### config.mk
export PLATFORM = sky130hd
export DESIGN_NAME = dmem_port_arbiter_flat
export DESIGN_NICKNAME = d
export VERILOG_FILES = /design/src/rtl/dmem_port_arbiter_if.sv /design/src/rtl/dmem_port_arbiter.sv /design/src/flat_wrapper.sv
export SDC_FILE = /design/constraint.sdc
export NUM_CORES = 1
export LEC_CHECK = 0
export BUFFER_PORTS_ARGS = -buffer_cell sky130_fd_sc_hd__buf_2
export CORE_AREA = 2 2 84 147
export CTS_BUF_LIST = sky130_fd_sc_hd__clkbuf_8 sky130_fd_sc_hd__clkbuf_16
export CTS_CLUSTER_SIZE = 10
export DETAILED_ROUTE_END_ITERATION = 16
export DIE_AREA = 0 0 86 149
export HOLD_SLACK_MARGIN = 0.08
export PLACE_DENSITY_LB_ADDON = 0.15
export SETUP_SLACK_MARGIN = 0.5
export SLEW_MARGIN = 20
export SYNTH_ARGS = -nofsm -noshare
export SYNTH_HDL_FRONTEND = slang
export SYNTH_SLANG_ARGS = --single-unit
export TNS_END_PERCENT = 10
### constraint.sdc
create_clock -name clk -period 4.7 [get_ports clk]
set_clock_uncertainty 0.05 [all_clocks]
set_input_delay 0.47 -clock clk [delete_from_list [all_inputs] [get_ports clk]]
set_output_delay 0.47 -clock clk [all_outputs]
set_load 0.01 [all_outputs]
### src/rtl/dmem_port_arbiter_if.sv
`default_nettype none
// ============================================================================
// Module      : dmem_port_arbiter_if
// Description : Request/response bundle for one data-memory requester port.
// Revision    : 1.0 - initial release
// ============================================================================
interface dmem_port_arbiter_if #(
    parameter int ADDR_W = 8,
    parameter int DATA_W = 32
);
    logic              req;
    logic              rw;
    logic [1:0]        size;
    logic [ADDR_W-1:0] addr;
    logic [DATA_W-1:0] wdata;
    logic              gnt;
    logic              rvalid;
    logic [DATA_W-1:0] rdata;
    logic              err;

    modport master (
        output req, rw, size, addr, wdata,
        input  gnt, rvalid, rdata, err
    );

    modport slave (
        input  req, rw, size, addr, wdata,
        output gnt, rvalid, rdata, err
    );
endinterface
`default_nettype wire

### src/rtl/dmem_port_arbiter.sv
`default_nettype none
// ============================================================================
// Module      : dmem_port_arbiter
// Description : Round-robin two-port arbiter and one-cycle access sequencer for
//               the 256-byte big-endian data memory. Optional alignment check
//               enabled by defining DMEM_ALIGN_CHECK_EN.
// Revision    : 1.0 - initial release
// ============================================================================
module dmem_port_arbiter #(
    parameter int ADDR_W = 8,
    parameter int DATA_W = 32
) (
    input  logic               clk,
    input  logic               rst,
    dmem_port_arbiter_if.slave p0,
    dmem_port_arbiter_if.slave p1,
    output logic [ADDR_W-1:0]  mem_A,
    output logic [DATA_W-1:0]  mem_DI,
    output logic [1:0]         mem_Size,
    output logic               mem_RW,
    output logic               mem_E,
    input  logic [DATA_W-1:0]  mem_DO,
    output logic               busy
);

    typedef enum logic [1:0] {
        S_IDLE   = 2'd0,
        S_ACCESS = 2'd1,
        S_RESP   = 2'd2
    } state_t;

    state_t            state_q,   state_d;
    logic              rr_ptr_q,  rr_ptr_d;
    logic              port_q,    port_d;
    logic              rej_q,     rej_d;
    logic [ADDR_W-1:0] mem_a_q,   mem_a_d;
    logic [DATA_W-1:0] mem_di_q,  mem_di_d;
    logic [1:0]        mem_size_q, mem_size_d;
    logic              mem_rw_q,  mem_rw_d;
    logic              mem_e_q,   mem_e_d;
    logic [DATA_W-1:0] rdata0_q,  rdata0_d;
    logic [DATA_W-1:0] rdata1_q,  rdata1_d;
    logic              rvalid0_q, rvalid0_d;
    logic              rvalid1_q, rvalid1_d;
    logic              err0_q,    err0_d;
    logic              err1_q,    err1_d;

    logic              w_idle;
    logic              w_gnt0;
    logic              w_gnt1;
    logic              w_req_rw;
    logic [1:0]        w_req_size;
    logic [ADDR_W-1:0] w_req_addr;
    logic [DATA_W-1:0] w_req_wdata;
    logic              w_reject;
    logic [DATA_W-1:0] w_resp_data;

    assign w_idle = (state_q == S_IDLE);

    // On contention the port named by rr_ptr wins; a lone requester always wins.
    assign w_gnt0 = w_idle && !rst && p0.req && (!p1.req || !rr_ptr_q);
    assign w_gnt1 = w_idle && !rst && p1.req && (!p0.req ||  rr_ptr_q);

    assign w_req_rw    = w_gnt1 ? p1.rw    : p0.rw;
    assign w_req_size  = w_gnt1 ? p1.size  : p0.size;
    assign w_req_addr  = w_gnt1 ? p1.addr  : p0.addr;
    assign w_req_wdata = w_gnt1 ? p1.wdata : p0.wdata;

`ifdef DMEM_ALIGN_CHECK_EN
    assign w_reject = (w_req_size == 2'b11)
                   || ((w_req_size == 2'b01) && w_req_addr[0])
                   || ((w_req_size == 2'b10) && (w_req_addr[1:0] != 2'b00));
`else
    assign w_reject = (w_req_size == 2'b11);
`endif

    // Memory returns right-justified data; mask so narrow reads are zero-extended.
    always_comb begin
        w_resp_data = '0;
        if (!mem_rw_q && !rej_q) begin
            case (mem_size_q)
                2'b00:   w_resp_data = DATA_W'(mem_DO[7:0]);
                2'b01:   w_resp_data = DATA_W'(mem_DO[15:0]);
                default: w_resp_data = mem_DO;
            endcase
        end
    end

    always_comb begin
        state_d    = state_q;
        rr_ptr_d   = rr_ptr_q;
        port_d     = port_q;
        rej_d      = rej_q;
        mem_a_d    = mem_a_q;
        mem_di_d   = mem_di_q;
        mem_size_d = mem_size_q;
        mem_rw_d   = 1'b0;
        mem_e_d    = 1'b0;
        rdata0_d   = rdata0_q;
        rdata1_d   = rdata1_q;
        rvalid0_d  = 1'b0;
        rvalid1_d  = 1'b0;
        err0_d     = err0_q;
        err1_d     = err1_q;

        case (state_q)
            S_IDLE: begin
                if (w_gnt0 || w_gnt1) begin
                    state_d  = S_ACCESS;
                    rr_ptr_d = ~w_gnt1;
                    port_d   = w_gnt1;
                    rej_d    = w_reject;
                    // Rejected requests spend the access slot without touching memory.
                    if (!w_reject) begin
                        mem_a_d    = w_req_addr;
                        mem_di_d   = w_req_wdata;
                        mem_size_d = w_req_size;
                        mem_rw_d   = w_req_rw;
                        mem_e_d    = w_req_rw;
                    end
                end
            end
            S_ACCESS: begin
                state_d = S_RESP;
                if (port_q) begin
                    rvalid1_d = 1'b1;
                    rdata1_d  = w_resp_data;
                    err1_d    = rej_q;
                end else begin
                    rvalid0_d = 1'b1;
                    rdata0_d  = w_resp_data;
                    err0_d    = rej_q;
                end
            end
            S_RESP: begin
                state_d = S_IDLE;
            end
            default: begin
                state_d = S_IDLE;
            end
        endcase
    end

    always_ff @(posedge clk or posedge rst) begin
        if (rst) begin
            state_q    <= S_IDLE;
            rr_ptr_q   <= 1'b0;
            port_q     <= 1'b0;
            rej_q      <= 1'b0;
            mem_a_q    <= '0;
            mem_di_q   <= '0;
            mem_size_q <= 2'b00;
            mem_rw_q   <= 1'b0;
            mem_e_q    <= 1'b0;
            rdata0_q   <= '0;
            rdata1_q   <= '0;
            rvalid0_q  <= 1'b0;
            rvalid1_q  <= 1'b0;
            err0_q     <= 1'b0;
            err1_q     <= 1'b0;
        end else begin
            state_q    <= state_d;
            rr_ptr_q   <= rr_ptr_d;
            port_q     <= port_d;
            rej_q      <= rej_d;
            mem_a_q    <= mem_a_d;
            mem_di_q   <= mem_di_d;
            mem_size_q <= mem_size_d;
            mem_rw_q   <= mem_rw_d;
            mem_e_q    <= mem_e_d;
            rdata0_q   <= rdata0_d;
            rdata1_q   <= rdata1_d;
            rvalid0_q  <= rvalid0_d;
            rvalid1_q  <= rvalid1_d;
            err0_q     <= err0_d;
            err1_q     <= err1_d;
        end
    end

    assign mem_A     = mem_a_q;
    assign mem_DI    = mem_di_q;
    assign mem_Size  = mem_size_q;
    assign mem_RW    = mem_rw_q;
    assign mem_E     = mem_e_q;
    assign busy      = !w_idle;

    assign p0.gnt    = w_gnt0;
    assign p0.rvalid = rvalid0_q;
    assign p0.rdata  = rdata0_q;
    assign p0.err    = err0_q;
    assign p1.gnt    = w_gnt1;
    assign p1.rvalid = rvalid1_q;
    assign p1.rdata  = rdata1_q;
    assign p1.err    = err1_q;

endmodule
`default_nettype wire

### src/flat_wrapper.sv
// flat-port wrapper written by rule: the top's interface ports become plain ports
module dmem_port_arbiter_flat 
#(
    parameter int ADDR_W = 8,
    parameter int DATA_W = 32
)
  (clk, rst, mem_A, mem_DI, mem_Size, mem_RW, mem_E, mem_DO, busy, p0_req, p0_rw, p0_size, p0_addr, p0_wdata, p0_gnt, p0_rvalid, p0_rdata, p0_err, p1_req, p1_rw, p1_size, p1_addr, p1_wdata, p1_gnt, p1_rvalid, p1_rdata, p1_err);
  dmem_port_arbiter_if #(.ADDR_W(ADDR_W), .DATA_W(DATA_W)) p0_i ();
  dmem_port_arbiter_if #(.ADDR_W(ADDR_W), .DATA_W(DATA_W)) p1_i ();
  input  logic clk;
  input  logic rst;
  output logic [ADDR_W-1:0] mem_A;
  output logic [DATA_W-1:0] mem_DI;
  output logic [1:0] mem_Size;
  output logic mem_RW;
  output logic mem_E;
  input  logic [DATA_W-1:0] mem_DO;
  output logic busy;
  input wire logic [$bits(p0_i.req)-1:0] p0_req;
  input wire logic [$bits(p0_i.rw)-1:0] p0_rw;
  input wire logic [$bits(p0_i.size)-1:0] p0_size;
  input wire logic [$bits(p0_i.addr)-1:0] p0_addr;
  input wire logic [$bits(p0_i.wdata)-1:0] p0_wdata;
  output wire logic [$bits(p0_i.gnt)-1:0] p0_gnt;
  output wire logic [$bits(p0_i.rvalid)-1:0] p0_rvalid;
  output wire logic [$bits(p0_i.rdata)-1:0] p0_rdata;
  output wire logic [$bits(p0_i.err)-1:0] p0_err;
  input wire logic [$bits(p1_i.req)-1:0] p1_req;
  input wire logic [$bits(p1_i.rw)-1:0] p1_rw;
  input wire logic [$bits(p1_i.size)-1:0] p1_size;
  input wire logic [$bits(p1_i.addr)-1:0] p1_addr;
  input wire logic [$bits(p1_i.wdata)-1:0] p1_wdata;
  output wire logic [$bits(p1_i.gnt)-1:0] p1_gnt;
  output wire logic [$bits(p1_i.rvalid)-1:0] p1_rvalid;
  output wire logic [$bits(p1_i.rdata)-1:0] p1_rdata;
  output wire logic [$bits(p1_i.err)-1:0] p1_err;
  assign p0_i.req = p0_req;
  assign p0_i.rw = p0_rw;
  assign p0_i.size = p0_size;
  assign p0_i.addr = p0_addr;
  assign p0_i.wdata = p0_wdata;
  assign p0_gnt = p0_i.gnt;
  assign p0_rvalid = p0_i.rvalid;
  assign p0_rdata = p0_i.rdata;
  assign p0_err = p0_i.err;
  assign p1_i.req = p1_req;
  assign p1_i.rw = p1_rw;
  assign p1_i.size = p1_size;
  assign p1_i.addr = p1_addr;
  assign p1_i.wdata = p1_wdata;
  assign p1_gnt = p1_i.gnt;
  assign p1_rvalid = p1_i.rvalid;
  assign p1_rdata = p1_i.rdata;
  assign p1_err = p1_i.err;
  dmem_port_arbiter #(.ADDR_W(ADDR_W), .DATA_W(DATA_W)) u_core (.clk(clk), .rst(rst), .p0(p0_i), .p1(p1_i), .mem_A(mem_A), .mem_DI(mem_DI), .mem_Size(mem_Size), .mem_RW(mem_RW), .mem_E(mem_E), .mem_DO(mem_DO), .busy(busy));
endmodule
==> impl_metrics.yaml, run 1 <==
drt:
  drt_pass1_iterations: 4
  drt-met1-wl_mm: 4.644
  wl_met3_um: 796
  highest_layer: "met4"
  routed_wl_mm: 12.08
  drt_iter0_markers: 145
  met2WireLength_mm: 6.494
  via_per_inst: 4.859
  wl_per_cell_um: 15.06
  drc: 0
  ant_nets: 0
  vias: 3897
worst_setup_path:
  crit_family: "buffers and inverters"
  worstSetupPathType: "reg2reg"
  cp-start-kind: "flip-flop"
  end_kind: "flip-flop"
  path_depth: 6
  critical_path_buf_inv_count: 2
  timing.rr.end: "u_core.mem_DI[11]"
  crit_slowest_cell: "a22o_2"
  r2r_slack_ps: 2210
  critical-path-max-stage-delay_ps: 530
  reg2reg_depth: 6
  path_cells: "nor3_4 -> nand3_2 -> inv_2 -> a22o_2 -> buf_4 -> mux2_4"
  critPathMaxFanout: 22
  critPathArrivalTime_ps: 2720
  r2r_start: "u_core.state_q[0]"
  cp.required_ps: 4930
logic_synthesis:
  synth_seq_cells: 116
  synth_top_area_share: 0.5622
  yosysUniqueCellTypes: 29
  syn_area_mm2: 0.005164
  synth.top_cells.by_area: "dfrtp_1, mux2_4, nand2_1"
  yosys_warnings: 0
  ys_top_cells_by_count: "dfrtp_1, nand2_1, mux2_4"
  async_flop_share: 1.000
  netlist_instances: 419
  syn_area_per_cell_um2: 12.32
  synth_ff_type: "dfrtp_1"
  ys_seq_area_frac: 0.5622
  yosysTopAreaCell: "dfrtp_1"
  syn_nets: 541
  synth.most_common_cell: "dfrtp_1"
  synth_edf_count: 0
floorplan:
  chipWidth_um: 86
  ios: 237
  rows: 53
  core_mm2: 0.01174
  dieArea_mm2: 0.01281
  start_util: 0.4399
  die_h_um: 149
timing:
  relSlewSlack: 0.3686
  tightest_slew_ps: 947.1
  min_period_over_period: 0.5295
  finalCriticalPeriod_ps: 2488
  final-hold-violation-count: 0
  rsz0062_at_grt: "no"
  fin_tns_setup_ps: 0
  setup_viol: 0
  slew_viol_final: 0
  fmax_mhz: 401.9
place:
  hpwl_mm: 8.937
  portBuffers: 236
  place_area_mm2: 0.006351
  gp_congestion: 0.7937
cts:
  htreeDepth: 4
  cts_buffer_depth: 2
  tritoncts: "done"
  clkLatencyLatePin_ps: 400
  cts-buffers-inserted: 17
  postCtsResizedCells: 0
  cts_setup_buffers: 0
  hold_buffers: 0
  cts.sink_count: 116
  cts-root-buf: "clkbuf_16"
  clk_pin_slew_ps: 60
global_route:
  grt_overflow_total: 0
  grt_pass1_vias: 4022
  grt_max_degree: 79
  grt_usage: 0.1934
  grt_antenna_before_repair: 1
  grt_pass1_wl_mm: 19.31
power_and_ir_drop:
  internal-power_uw: 2971
  power_frac_seq: 0.367
  vdd_ir_drop_max_v: 0.0003010
  powerDensity_mw_per_mm2: 632.4
  p_switching_uw: 1435
  clkPwrFrac: 0.299
  p_leak_uw: 0.003774
  switching_share: 0.3257
  combPwrFrac: 0.334
layout:
  design_area_mm2: 0.006968
  fin_nets: 773
  drive_gt1_frac: 0.5407
  area_growth_pct: 34.94
status:
  outcome: "complete, no violations"
hold_path:
  hold_path.class: "in2async"
run:
  max_cap_violations: 0
power by group through the flow:
| stage | registers (uW) | logic (uW) | clock network [uW] |
|---|---|---|---|
| 3_5_place_dp | 1620 | 1500 | 0 |
| 6_report | 1620 | 1470 | 1320 |
| 4_1_cts | 1620 | 1500 | 1340 |
| 2_1_floorplan | 1780 | 764 | 0 |
| 5_1_grt | 1660 | 1620 | 1380 |
| 3_3_place_gp | 1630 | 1460 | 0 |
cell families (layout without fill, tap and decap cells):
logic type,Yosys count,count (layout),synth area share
flip-flops,116,116,0.5622
buffers and inverters,33,278,0.04385
multiplexers,82,82,0.2283
AO/OA/AOI/OAI,72,72,0.07342
AND/OR/NAND/NOR,116,116,0.09232
other,0,1,0
layer usage:
metal  GRT usage  vias up
met4     0.07063        0
li1            -     1881
met2      0.3391      164
met1      0.2205     1840
met5           0        -
met3     0.05589       12
registers in the layout (all words and copies together), names as in the netlist:
signal,flops
u_core.p0.rvalid,1
u_core.state_q,2
u_core.p0.rdata,32
u_core.mem_A,8
u_core.mem_Size,2
u_core.rr_ptr_q,1
u_core.p1.err,1
u_core.port_q,1
u_core.rej_q,1
u_core.p1.rdata,32
u_core.p0.err,1
u_core.mem_RW,1
u_core.mem_DI,32
u_core.p1.rvalid,1
how the worst max path moves through the flow:
stage	from	to	slack, ps
2_1_floorplan	rst	u_core.mem_A[0]	1110
3_3_place_gp	rst	u_core.mem_A[6]	2150
3_5_place_dp	rst	u_core.mem_DI[11]	2060
4_1_cts	u_core.state_q[0]	u_core.mem_DI[11]	2180
5_1_grt	u_core.state_q[0]	u_core.mem_A[6]	2040
6_report	u_core.state_q[0]	u_core.mem_DI[11]	2210
metrics by stage:
step | instances | power (uW) | setup WS, ps | hold WS (ps) | util
after global routing | 802 | 4672 | 2037 | 265.0 | 0.5936
after floorplan | 419 | 2539 | 1108 | 408.7 | -
final | 802 | 4407 | 2212 | 256.6 | 0.5936
after detailed placement | 769 | 3125 | 2060 | 414.6 | 0.5411
after global placement | 769 | 3087 | 2145 | 407.7 | 0.5411
after CTS | 801 | 4461 | 2181 | 255.5 | 0.5930
cells in the final DEF, fill, tap and decap left out, types with 4 or more instances in the layout:
cell type | synthesis | final
clkbuf_16 | 0 | 17
mux2_1 | 4 | 4
mux2_2 | 10 | 10
nand2_1 | 105 | 104
clkinvlp_4 | 0 | 4
o21ai_0 | 63 | 63
inv_1 | 5 | 5
buf_2 | 1 | 236
dfrtp_1 | 116 | 116
mux2_4 | 68 | 68
buf_4 | 2 | 4
final cells by class:
type / instances / area [um^2]
multi-input combinational: 270 / 2046
timing repair buffer: 240 / 1211
inverter: 6 / 25.02
clock inverter: 13 / 156.4
fill: 997 / 4770
sequential: 116 / 2903
antenna: 1 / 2.502
tap: 137 / 171.4
clock buffer: 19 / 452.9
No activity file was read; power rests on OpenSTA's default activity.
==> run 2: changes to the inputs <==
- clock period: 4.7 -> 2.6 ns (I/O delays scaled with it)
==> run 2 against run 1 <==
Compared with the run above:
- core utilization grew 3.2 points
- sequential power rose by 80%
- via count up 2.4%
- worst setup slack worse by 1600 ps
- first-iteration DRC count is 16% lower
- wire length increased by 2.7%
- global-route usage rose by 0.17 points
- register-to-register slack got worse by 1600 ps
- final area grew 5.4%
- critical path depth rose by 2
- sequential share of layout area decreased by 2.1 points
- critical path type is now in2reg
- largest cell class unchanged
- highest routed layer unchanged
==> impl_metrics.yaml, run 2 (same netlist as run 1, synthesis figures left out) <==
status:
  outcome: "complete, no violations"
power_and_ir_drop:
  p_leak_uw: 0.003928
  finalPower_uw: 8080
  vdd_ir_drop_max_v: 0.0004721
  powerDensity_mw_per_mm2: 1100
layout:
  multi_input_area_mm2: 0.002048
  fin_nets: 806
  drive_gt1_frac: 0.5222
  diodes: 0
  design_area_mm2: 0.007345
  regArea_mm2: 0.002903
  fillers: 972
  final_common_cell: "buf_2"
  area_growth_pct: 42.23
  final_cell_mix: "buf_2, dfrtp_1, nand2_1"
place:
  portBuffers: 236
  gp_congestion: 0.7361
  hpwl_mm: 8.864
  place_area_mm2: 0.006432
floorplan:
  rows: 53
  die_h_um: 149
  dieArea_mm2: 0.01281
  start_util: 0.4399
  chipWidth_um: 86
  ios: 237
  core_mm2: 0.01174
worst_setup_path:
  critPathMaxFanout: 23
  critPathArrivalTime_ps: 2230
  cp.required_ps: 2840
  cp-start-kind: "input port"
  worstSetupPathType: "in2reg"
  crit_slowest_cell: "dlygate4sd3_1"
  path_cells: "dlygate4sd3_1 -> buf_2 -> nor3_4 -> nand3_2 -> inv_1 -> a22o_4 -> buf_12 -> mux2_2"
  critical-path-max-stage-delay_ps: 530
  end_kind: "flip-flop"
run:
  max_cap_violations: 0
drt:
  drt_pass1_iterations: 4
  drt_iter0_markers: 122
  via_per_inst: 4.785
  vias: 3991
  routed_wl_mm: 12.41
  ant_nets: 0
  wl_per_cell_um: 14.87
  drc: 0
cts:
  cts.sink_count: 116
  tritoncts: "done"
  cts-root-buf: "clkbuf_16"
  htreeDepth: 4
  cts_buffer_depth: 2
  clk_pin_slew_ps: 60
  cts-buffers-inserted: 17
  clkLatencyLatePin_ps: 400
global_route:
  grt_pass1_vias: 4190
  grt_max_degree: 95
  grt_usage: 0.1951
  grt_antenna_before_repair: 0
  grt_pass1_wl_mm: 19.71
  grt_overflow_total: 0
timing:
  holdWs_ps: 93.73
  slew_viol_final: 0
  fmax_mhz: 500.1
  min_period_over_period: 0.7690
  rsz0062_at_grt: "no"
  relSlewSlack: 0.5599
  fin_tns_setup_ps: 0
  final-hold-violation-count: 0
  setup_viol: 0
  finalCriticalPeriod_ps: 1999
  tightest_slew_ps: 660.2
hold_path:
  hold_path.class: "in2reg"
-- run 2: path summary, 6_finish.rpt --
path / endpoint / depth (start not counted) / startpoint / slack, ps
max: u_core.mem_A[7] / 8 / rst / 600
min: u_core.p1.rdata[26] / 3 / mem_DO[26] / 90
max reg2reg: u_core.mem_A[7] / 6 / u_core.state_q[0] / 660
min reg2reg: u_core.p1.rdata[15] / 2 / u_core.p1.rdata[15] / 420
max in group asynchronous: u_core.mem_A[4] / 4 / rst / 1200
min in group asynchronous: u_core.mem_DI[27] / 3 / rst / 430
-- run 2: timing repair --
| item | CTS | global route |
|---|---|---|
| pin swaps | 0 | 1 |
| setup buffers | 0 | 0 |
| hold buffers | 29 | 0 |
| endpoints found under the setup margin | 1 | 1 |
| endpoints found under the hold margin | 64 | 0 |
| gates resized for setup | 1 | 0 |
-- run 2: per-layer routing --
metal	GRT usage	vias up	wire length (um)
met5	0	-	0
met4	0.05238	0	116
met3	0.05423	10	764
met2	0.3465	157	6702
met1	0.2282	1875	4821
li1	-	1949	-
-- run 2: through the flow --
step                utilization  cells  setup slack [ps]
floorplan                     -    419             825.3
global placement         0.5480    773             562.9
detailed placement       0.5480    773             520.8
CTS                      0.6257    834             589.9
global route             0.6257    834             502.3
finish                   0.6257    834             600.6
-- run 2: cell type report --
type | count | area share
clock buffer | 18 | 0.05980
inverter | 6 | 0.003578
clock inverter | 14 | 0.02385
timing repair buffer | 273 | 0.2153
sequential | 116 | 0.3952
tap | 137 | 0.02334
multi-input combinational | 270 | 0.2789
-- run 2: report_power, final --
part	internal, uW	leakage, uW	total (uW)	switching, uW
combinational	1380	0.00215	2780	1400
sequential	2510	0.00148	2910	398
clock	1540	0.000293	2390	852
-- run 2: critical path, delay by kind of cell --
| family | cells | cell delay, ps |
|---|---|---|
| buffers and inverters | 4 | 1060 |
| AND/OR/NAND/NOR | 2 | 300 |
| multiplexers | 1 | 350 |
| AO/OA/AOI/OAI | 1 | 250 |
==> run 3: changes to the inputs <==
- ABC_AREA: default -> 1
- CORE_AREA: 2 2 84 147 -> 2 2 87 151
- DIE_AREA: 0 0 86 149 -> 0 0 89 153
- clock period: 2.6 -> 1.6 ns (I/O delays scaled with it)
==> run 3 against run 2 <==
Compared with the run above:
- the run now ends with negative hold slack, negative setup slack left
- final area grew 27%
- worst setup slack got worse by 620 ps
- combinational power grew 120%
- die area increased by 6.3%
- global-route usage grew 9.1 points
- sequential power increased by 76%
- clock power increased by 58%
- critical endpoint is now u_core.mem_DI[21]
- count of clock-buffer cells in the layout is 2 higher
- critical path type is now reg2reg
- via count rose by 55%
- sequential cell count unchanged
- hold slack lost 120 ps
==> impl_metrics.yaml, run 3 <==
global_route:
  grt_pass1_vias: 6260
  grt_usage: 0.2859
  grt_max_degree: 117
  grt_antenna_before_repair: 0
  grt_overflow_total: 0
  grt_pass1_wl_mm: 30.40
logic_synthesis:
  ys_seq_area_frac: 0.5544
  async_flop_share: 1.000
  synth_top_area_share: 0.5544
  syn_area_mm2: 0.005236
  synth.most_common_cell: "nand2_1"
  yosys_warnings: 0
  synth_seq_cells: 116
  netlist_instances: 679
  yosysUniqueCellTypes: 19
  syn_area_per_cell_um2: 7.712
  synth_edf_count: 0
  yosysTopAreaCell: "dfrtp_1"
  ys_top_cells_by_count: "nand2_1, dfrtp_1, nand3_1"
  synth.top_cells.by_area: "dfrtp_1, nand2_1, nand3_1"
  synth_ff_type: "dfrtp_1"
  syn_nets: 801
timing:
  setup_viol: 4
  final-hold-violation-count: 46
  relSlewSlack: 0.5840
  finalCriticalPeriod_ps: 1616
  min_period_over_period: 1.010
  fmax_mhz: 618.7
  tightest_slew_ps: 624.0
  setup_ws_ps: -16.29
  rsz0062_at_grt: "yes"
  holdWs_ps: -29.96
  slew_viol_final: 0
worst_setup_path:
  critical-path-max-stage-delay_ps: 400
  critPathMaxFanout: 6
  path_cells: "inv_2 -> nand3_4 -> a21oi_4 -> nand3_4 -> buf_12 -> buf_4 -> nand3_1 -> nand2_1"
  cp.required_ps: 1840
  critPathArrivalTime_ps: 1860
  crit_slowest_cell: "dfrtp_1"
  crit_family: "buffers and inverters"
  worstSetupPathType: "reg2reg"
  critical_path_buf_inv_count: 3
  end_kind: "flip-flop"
  cp_common_cell: "nand3_4"
  cp-start-kind: "flip-flop"
drt:
  vias: 6203
  drt-met1-wl_mm: 7.198
  drt_iter0_markers: 322
  highest_layer: "met4"
  drc: 0
  via_per_inst: 5.055
  met2WireLength_mm: 10.69
  routed_wl_mm: 20.64
  wl_per_cell_um: 16.82
  wl_met3_mm: 1.739
  ant_nets: 0
  drt_pass1_iterations: 6
layout:
  final_util: 0.7474
  final_cell_mix: "nand2_1, buf_2, dfrtp_1"
  diodes: 0
  fillers: 859
  fin_nets: 1168
  drive_gt1_frac: 0.3418
  final_common_cell: "nand2_1"
  area_growth_pct: 77.44
cts:
  cts_buffer_depth: 2
  hold_buffers: 112
  htreeDepth: 4
  clk_pin_slew_ps: 60
  cts.sink_count: 116
  cts-buffers-inserted: 17
  clkLatencyLatePin_ps: 410
  cts-root-buf: "clkbuf_16"
  tritoncts: "done"
hold_path:
  hold_path.class: "in2async"
floorplan:
  core_mm2: 0.01243
  die_h_um: 153
  ios: 237
  chipWidth_um: 89
  dieArea_mm2: 0.01362
  rows: 54
  start_util: 0.4212
power_and_ir_drop:
  finalPower_uw: 15050
  p_leak_uw: 0.005150
  vdd_ir_drop_max_v: 0.0008250
  powerDensity_mw_per_mm2: 1620
place:
  hpwl_mm: 10.68
  gp_congestion: 0.7931
  portBuffers: 236
run:
  max_cap_violations: 0
status:
  outcome: "complete, but fails checks"
  violations: "negative hold slack, negative setup slack"
-- run 3: cell families (layout without fill, tap and decap cells) --
family | after synthesis | after routing | synth area share
compound gates | 26 | 26 | 0.02820
buf+inv | 61 | 441 | 0.05066
flops | 116 | 116 | 0.5544
simple gates | 476 | 476 | 0.3668
-- run 3: timing repair --
action,CTS,global route
setup endpoints to repair,229,230
pin swaps,4,10
resized for setup,33,73
setup buffers,7,3
hold endpoints to repair,219,116
cloned,6,5
-- run 3: power breakdown --
| part | internal [uW] | switching [uW] |
|---|---|---|
| sequential | 4220 | 890 |
| combinational | 2830 | 3330 |
| clock | 2410 | 1360 |
-- run 3: worst paths after layout --
check	slack [ps]	start	endpoint	cells past startpoint
min in group clk	90	mem_DO[18]	u_core.p1.rdata[18]	5
max	-20	u_core.state_q[1]	u_core.mem_DI[21]	8
max in group asynchronous	1050	rst	u_core.p1.rdata[1]	3
min reg2reg	420	u_core.p1.rdata[1]	u_core.p1.rdata[1]	2
max reg2reg	-20	u_core.state_q[1]	u_core.mem_DI[21]	8
min	-30	rst	u_core.port_q	3
-- run 3: routing by layer --
layer | track usage | vias to the layer above
li1 | - | 2869
met1 | 0.3192 | 2857
met2 | 0.4972 | 397
met3 | 0.06587 | 80
met4 | 0.1372 | 0
met5 | 0 | -
-- run 3: through the flow --
stage                     hold WS (ps)  std cells  setup WS [ps]  TNS [ps]  cell area, um^2
after floorplan                 -13.60        679          145.7         0             5310
after global placement           405.3       1062         -42.89    -42.89             6726
after detailed placement         410.8       1062         -61.32    -125.0             6726
after CTS                       -3.692       1219          26.00         0             8807
after global routing             1.264       1227         -80.02     -1822             9291
final                           -29.96       1227         -16.29    -47.98             9291
-- run 3: layout make-up --
type | instances | area, um^2 | area share
clock inverters | 12 | 130.1 | 0.01400
well taps | 168 | 210.2 | 0.02262
inverters | 20 | 93.84 | 0.01010
repair buffers | 389 | 3157 | 0.3398
clock buffers | 20 | 466.7 | 0.05023
multi-input cells | 502 | 2331 | 0.2509
flip-flops and latches | 116 | 2903 | 0.3124
-- run 3: worst min-delay path, cell delays in order --
cell and delay, ps:
buf_2 190, inv_16 90, buf_12 450
